==> config.mk <==
export PLATFORM = sky130hd
export DESIGN_NAME = rr_arb8_dec
export DESIGN_NICKNAME = d
export VERILOG_FILES = /design/src/rtl/rr_arb8_dec.sv
export SDC_FILE = /design/constraint.sdc
export NUM_CORES = 1
export LEC_CHECK = 0
export ABC_AREA = 1
export CORE_MARGIN = 3
export CORE_UTILIZATION = 59
export CTS_BUF_LIST = sky130_fd_sc_hd__clkbuf_8
export DETAILED_ROUTE_END_ITERATION = 7
export PLACE_DENSITY = 0.88
export SLEW_MARGIN = 20
export SYNTH_ARGS = -nofsm -noshare
export SYNTH_HDL_FRONTEND = slang
export SYNTH_SLANG_ARGS = --single-unit
==> constraint.sdc <==
create_clock -name clk -period 6.61 [get_ports clk]
set_clock_uncertainty 0.2 [all_clocks]
set_input_delay 1.6525 -clock clk [delete_from_list [all_inputs] [get_ports clk]]
set_output_delay 1.6525 -clock clk [all_outputs]
set_load 0.03 [all_outputs]
==> src/rtl/rr_arb8_dec.sv <==
// rr_arb8_dec: 8-way round-robin arbiter with a registered owner index and a one-hot grant decode.
// Build option: define ARB_TIMEOUT_EN to force a release after MAX_HOLD consecutive grant cycles.
module rr_arb8_dec #(
    parameter int MAX_HOLD = 16,
    parameter int CW       = 8
) (
    input  logic       clk,
    input  logic       rst,
    input  logic       en,
    input  logic [7:0] req,
    input  logic       done,
    output logic [7:0] gnt,
    output logic [2:0] gnt_id,
    output logic       busy,
    output logic       tmo
);

    typedef enum logic {IDLE, BUSY} state_t;

    state_t     state_q, state_n;
    logic [2:0] ptr_q, ptr_n;
    logic [2:0] id_n;
    logic       busy_n;
    logic       rel;
    logic       timeout;
    logic [2:0] scan_ptr;
    logic [3:0] pick;

    if (MAX_HOLD < 1 || MAX_HOLD > 255 || (2 ** CW) <= MAX_HOLD) begin : g_bad_cfg
        $error("rr_arb8_dec: MAX_HOLD must be 1..255 and fit in CW bits");
    end

    // First set bit of r at or after p, wrapping 7 -> 0; bit 3 of the result flags a hit.
    function automatic logic [3:0] rr_pick(input logic [7:0] r, input logic [2:0] p);
        logic [3:0] res;
        logic [2:0] k;
        res = 4'b0000;
        for (int i = 7; i >= 0; i--) begin
            k = p + 3'(i);
            if (r[k]) res = {1'b1, k};
        end
        return res;
    endfunction

`ifdef ARB_TIMEOUT_EN
    logic [CW-1:0] cnt_q;
    logic          new_gnt;

    assign new_gnt = busy_n && ((state_q == IDLE) || rel);
    assign timeout = (state_q == BUSY) && (cnt_q == CW'(MAX_HOLD - 1)) && !done && req[gnt_id];

    always_ff @(posedge clk) begin
        if (rst) begin
            cnt_q <= '0;
        end else if (new_gnt) begin
            cnt_q <= '0;
        end else if (state_q == BUSY) begin
            cnt_q <= cnt_q + CW'(1);
        end
    end
`else
    assign timeout = 1'b0;
`endif

    always_comb begin
        state_n  = state_q;
        ptr_n    = ptr_q;
        id_n     = gnt_id;
        busy_n   = busy;
        rel      = (state_q == BUSY) && (done || !req[gnt_id] || timeout);
        // On release the rescan starts just past the owner, so the owner itself is tried last.
        scan_ptr = (state_q == BUSY) ? gnt_id + 3'd1 : ptr_q;
        pick     = rr_pick(req, scan_ptr);
        case (state_q)
            IDLE: begin
                if (en && pick[3]) begin
                    state_n = BUSY;
                    id_n    = pick[2:0];
                    busy_n  = 1'b1;
                end else begin
                    id_n    = 3'd0;
                    busy_n  = 1'b0;
                end
            end
            BUSY: begin
                if (rel) begin
                    ptr_n = gnt_id + 3'd1;
                    if (en && pick[3]) begin
                        id_n    = pick[2:0];
                        busy_n  = 1'b1;
                    end else begin
                        state_n = IDLE;
                        id_n    = 3'd0;
                        busy_n  = 1'b0;
                    end
                end
            end
            default: begin
                state_n = IDLE;
                id_n    = 3'd0;
                busy_n  = 1'b0;
            end
        endcase
    end

    always_ff @(posedge clk) begin
        if (rst) begin
            state_q <= IDLE;
            ptr_q   <= 3'd0;
            gnt_id  <= 3'd0;
            busy    <= 1'b0;
            gnt     <= 8'h00;
            tmo     <= 1'b0;
        end else begin
            state_q <= state_n;
            ptr_q   <= ptr_n;
            gnt_id  <= id_n;
            busy    <= busy_n;
            gnt     <= busy_n ? (8'b1 << id_n) : 8'h00;
            tmo     <= timeout;
        end
    end

endmodule

# Yosys cells after proc, flatten, opt, wreduce, memory -nomap -nowiden
# Index checks and enable logic that the tools add are counted.
[word_totals] ff_bits=16 out_inout_bits=13 elab_cells=66
[op_classes] addsub=8 magnitude_cmp=9 shifts=1 mux=35 n_bitwise=2 n_reduce_logical=6
[op_table] operator="$lt 3x4->1 const B" count=9
[op_table] operator="$mux 4" count=8
[op_table] operator="$bmux 1 s3" count=9
[op_table] operator="$add 3x3->3 const B" count=4
[op_table] operator="$mux 1" count=12
[op_table] operator="$mux 3" count=3
[op_table] operator="$shl 1x3->8 const A" count=1
[op_table] operator="$add 3x1->3 const B" count=2
[op_table] operator="$add 3x2->3 const B" count=2
[op_table] operator="$pmux 3 s2" count=1
[op_table] operator="$pmux 1 s2" count=2
[op_table] operator="$logic_and 1x1->1" count=2
[op_table] operator="$not 1->1" count=2
[op_table] operator="$reduce_and 2->1" count=1
[op_table] operator="$reduce_or 2->1" count=1
[op_table] operator="$logic_not 1->1" count=1
[op_table] operator="$logic_or 1x1->1" count=1

# Depth between registers and ports, before layout
[logic_depth] ltp_word=19 mapped_depth=23 depth_no_buf=23

# Least setup slack after synthesis
# OpenSTA, ideal clock, no wires.
[synth_path] path_kind="input to register" from="in req[2]" to="reg gnt[4]" setup_time_ps=115 arrival_ps=2867 t_required_ps=6295 path_slack_ps=3428 stages=15 cell_sequence="inv_1 nand3_1 nand2_1 nand3_1 and2_1 nand2_2 nand2_2 inv_2 nand3_2 o21ai_4 nor3b_1 nand2_1 nand2_1 nand2_1 nor2_1"
[synth_via] elab_chain_cells=16 elab_cells_between_ends=39 cone_classes="shift (1); mux (32); bitwise (1); reduce/logical (5)"
[synth_lines] item="start: declaration" line_no="10" text="input logic [7:0] req,"
[synth_lines] item="$bmux 1 s3" line_no="40" text="if (r[k]) res = {1'b1, k};"
[synth_lines] item="$mux 1 (not written as such)" line_no="40"
[synth_lines] item="$mux 4 (8 in series)" line_no="40"
[synth_lines] item="$logic_and 1x1->1" line_no="76, 88"
[synth_lines] item="$mux 1" line_no="76, 88"
[synth_lines] item="$mux 1" line_no="86" text="if (rel) begin"
[synth_lines] item="$pmux 1 s2" line_no="74" text="case (state_q)"
[synth_lines] item="$not 1->1 (no line)"
[synth_lines] item="$reduce_or 2->1 (no line)"
[synth_lines] item="end signal: assignment" line_no="119" text="gnt <= busy_n ? (8'b1 << id_n) : 8'h00;"
[synth_lines] item="end: declaration" line_no="12" text="output logic [7:0] gnt,"
# Parallel ways exist; a longest one is shown, timed or not. The select of a mux whose other input is x is not followed.
# A chain may end at the register's enable or synchronous reset.

# Worst setup path after layout
[layout_path] from="in req[1]" to="reg gnt[6]"
# The elaborated chain is that of the path after synthesis.

==> reports/metrics.yaml <==
status: "complete, no violations"
grt.met2_usage_pct: 40.07
initial_core_util_pct: 64.32
grt_use_met1_pct: 32.40
drv_cap: 0
worstSkewPairLatency_ps: 250
final_nets: 292
hold_class: "reg2reg"
synth_xor_area_share_pct: 0
num_antenna_cells: 0
cts_resized: 0
p_leak_uw: 0.0008654
crit_start: "req[1]"
synth_top_family_by_area: "simple AND/OR/NAND/NOR gates"
critPathBufInv: 3
yosysMostFrequentCell: "nand2_1"
max_freq_ghz: 0.2706
syn_to_final_growth_pct: 20.41
final.setup.tns_ps: 0
cts_max_path_buffers: 2
antenna_found_initial: 0
syn_avg_cell_area_um2: 5.864
yosys_warnings: 0
worstPathMaxFanout: 5
routed_wirelength_mm: 3.683
crit_path_top_delay_cell: "clkdlybuf4s50_1"
ys_seq_area_share_pct: 21.68
rrSetupSlack_ps: 3600
cts_tree: "done"
synthAdderAreaFrac_pct: 1.693
dp_hpwl_mm: 2.968
synth_area_leader_cell: "nand2_1"
synth_common_cells: "100 x nand2_1, 27 x nand3_1, 21 x inv_1"
synth_cell_types: 30
synth_area_leaders: "nand2_1 25%, dfxtp_1 22%, nand3_1 9.1%"
cpPeakStageDelay_ps: 450
setup.worst_path.end_class: "flip-flop"
synth_edf_count: 0
post_drt_wl_per_cell_um: 12.08
fp.dieH_um: 56.05
die_w_um: 56.05
min_from: "ptr_q[0]"
grt_pass1_wl_mm: 6.348
firstDrtPassIters: 4
path_class: "in2reg"
postSynthCellCount: 252
holdWs_ps: 307.6
antenna_left: 0
start_kind: "input port"
cts_buffers: 3
drt_iter0_drc: 119
reg2regPathDepth: 16
power.density_mw_per_mm2: 268.3
met3_usage_pct: 1.856
timing.rr.end: "gnt[6]"
finalSetupViolations: 0
busiest_layer: "met2"
yosysTopAreaCellShare_pct: 25.40
yosys_most_used_dff: "dfxtp_1"
irDropWorstVdd_uv: 251.9
muxShareOfSynthArea_pct: 0
worstHoldEndpoint: "ptr_q[0]"
ios: 25
synth-async-reset-ratio_pct: 0
r2r_start: "gnt_id[0]"
die-area_mm2: 0.003141
final.min_clock_period_ps: 3695
coreArea_mm2: 0.002297
cp.arrival_ps: 3680
track_usage_pct: 24.61
synth_nets: 266
critPathRequiredTime_ps: 6590
gr-total-overflow: 0
whs_path_depth: 2
grt_pass1_vias: 1475
core.rowCount: 17
rsz0062_at_grt: "no"
fin_ws_ps: 2915
crit_chain: "clkdlybuf4s50_1 -> inv_1 -> a21oi_1 -> o21ai_0 -> nand3_1 -> nand3b_1 -> nor2_1 -> inv_1 -> a21oi_2 -> o21a_2 -> nand2_1 -> nor2_1"
place_ws_ps: 2700
place_congestion: 0.9345
post-route-util_pct: 77.45
path_clk_slew_ps: 60
postCtsSetupBuffers: 0
drive_gt1_share_pct: 15.16
hold_violations: 0
drc: 0
synth-seq-cells: 16
h-tree-depth: 1
io_buffers: 23
min_period_over_period_pct: 55.91
cts_root_buffer: "clkbuf_8"
netlist_area_mm2: 0.001478
slew_viol_final: 0
synth_simple_gate_area_share_pct: 55.46
final.fill_count: 190
grt_max_degree: 11
cp_top_family: "simple AND/OR/NAND/NOR gates"
synth_compound_area_share_pct: 12.87
cts_hold_buf: 0
clock_sinks: 16
via_count: 1661
vias_per_cell: 5.446
[final cells by class]
| cell class | instances | area (um^2) | area share [%] |
|---|---|---|---|
| clock buffers | 4 | 55.05 | 3.094 |
| flip-flops and latches | 16 | 320.3 | 18.00 |
| multi-input cells | 208 | 1039 | 58.37 |
| repair buffers | 23 | 230.2 | 12.94 |
| inverters | 26 | 100.1 | 5.626 |
| well taps | 28 | 35.03 | 1.969 |
[worst max-delay path by stage]
stage / end / cells after the start
floorplan: gnt[4] / 15
global placement: gnt[3] / 12
detailed placement: gnt[3] / 12
CTS: gnt[6] / 12
global route: gnt[6] / 12
finish: gnt[6] / 12
[cells by family (layout without fill, tap and decap cells)]
family / Yosys count / after routing
and+or+nand+nor: 174 / 174
DFF: 16 / 16
AOI/OAI and AO/OA: 31 / 31
adders and majority gates: 2 / 2
other: 1 / 1
buffers and inverters: 28 / 53
[flip-flops by register name, summed over array words and instances, names as in the netlist]
register  cells
gnt           8
gnt_id        3
ptr_q         3
busy          1
state_q       1
[through the flow]
stage,instances,area (um^2),total power [uW]
after CTS,305,1779,476.2
after global placement,301,1724,387.3
after global routing,305,1779,518.1
after detailed placement,301,1724,390.0
after floorplan,252,1478,329.5
final,305,1779,477.3
[metal layers]
layer	vias up	share of wire [%]
met5	-	0
met4	0	2.9
met3	13	4.9
met2	52	47
met1	738	45
li1	858	-
[tightest hold or removal path, delay by kind of cell (launching register included)]
kind	cells	cell delay, ps
flops	1	310
buf+inv	1	80
compound gates	1	60
[layout by cell type (no fill, tap or decap), types with 2 or more instances in the layout]
cell type          n
nand2_1          100
nand3_1           27
clkdlybuf4s50_1   23
inv_1             21
nor2_1            16
dfxtp_1           16
a21oi_1           15
nand2_2           13
o21ai_0            7
nand2_4            6
inv_2              4
nand3_2            4
clkbuf_8           4
a21oi_2            3
o21ai_2            2
ha_1               2
[where the power goes]
part	internal [uW]	switching (uW)
Combinational	96.0	183
Clock	52.8	31.5
Sequential	105	8.92
No activity file was read; power rests on OpenSTA's default activity.
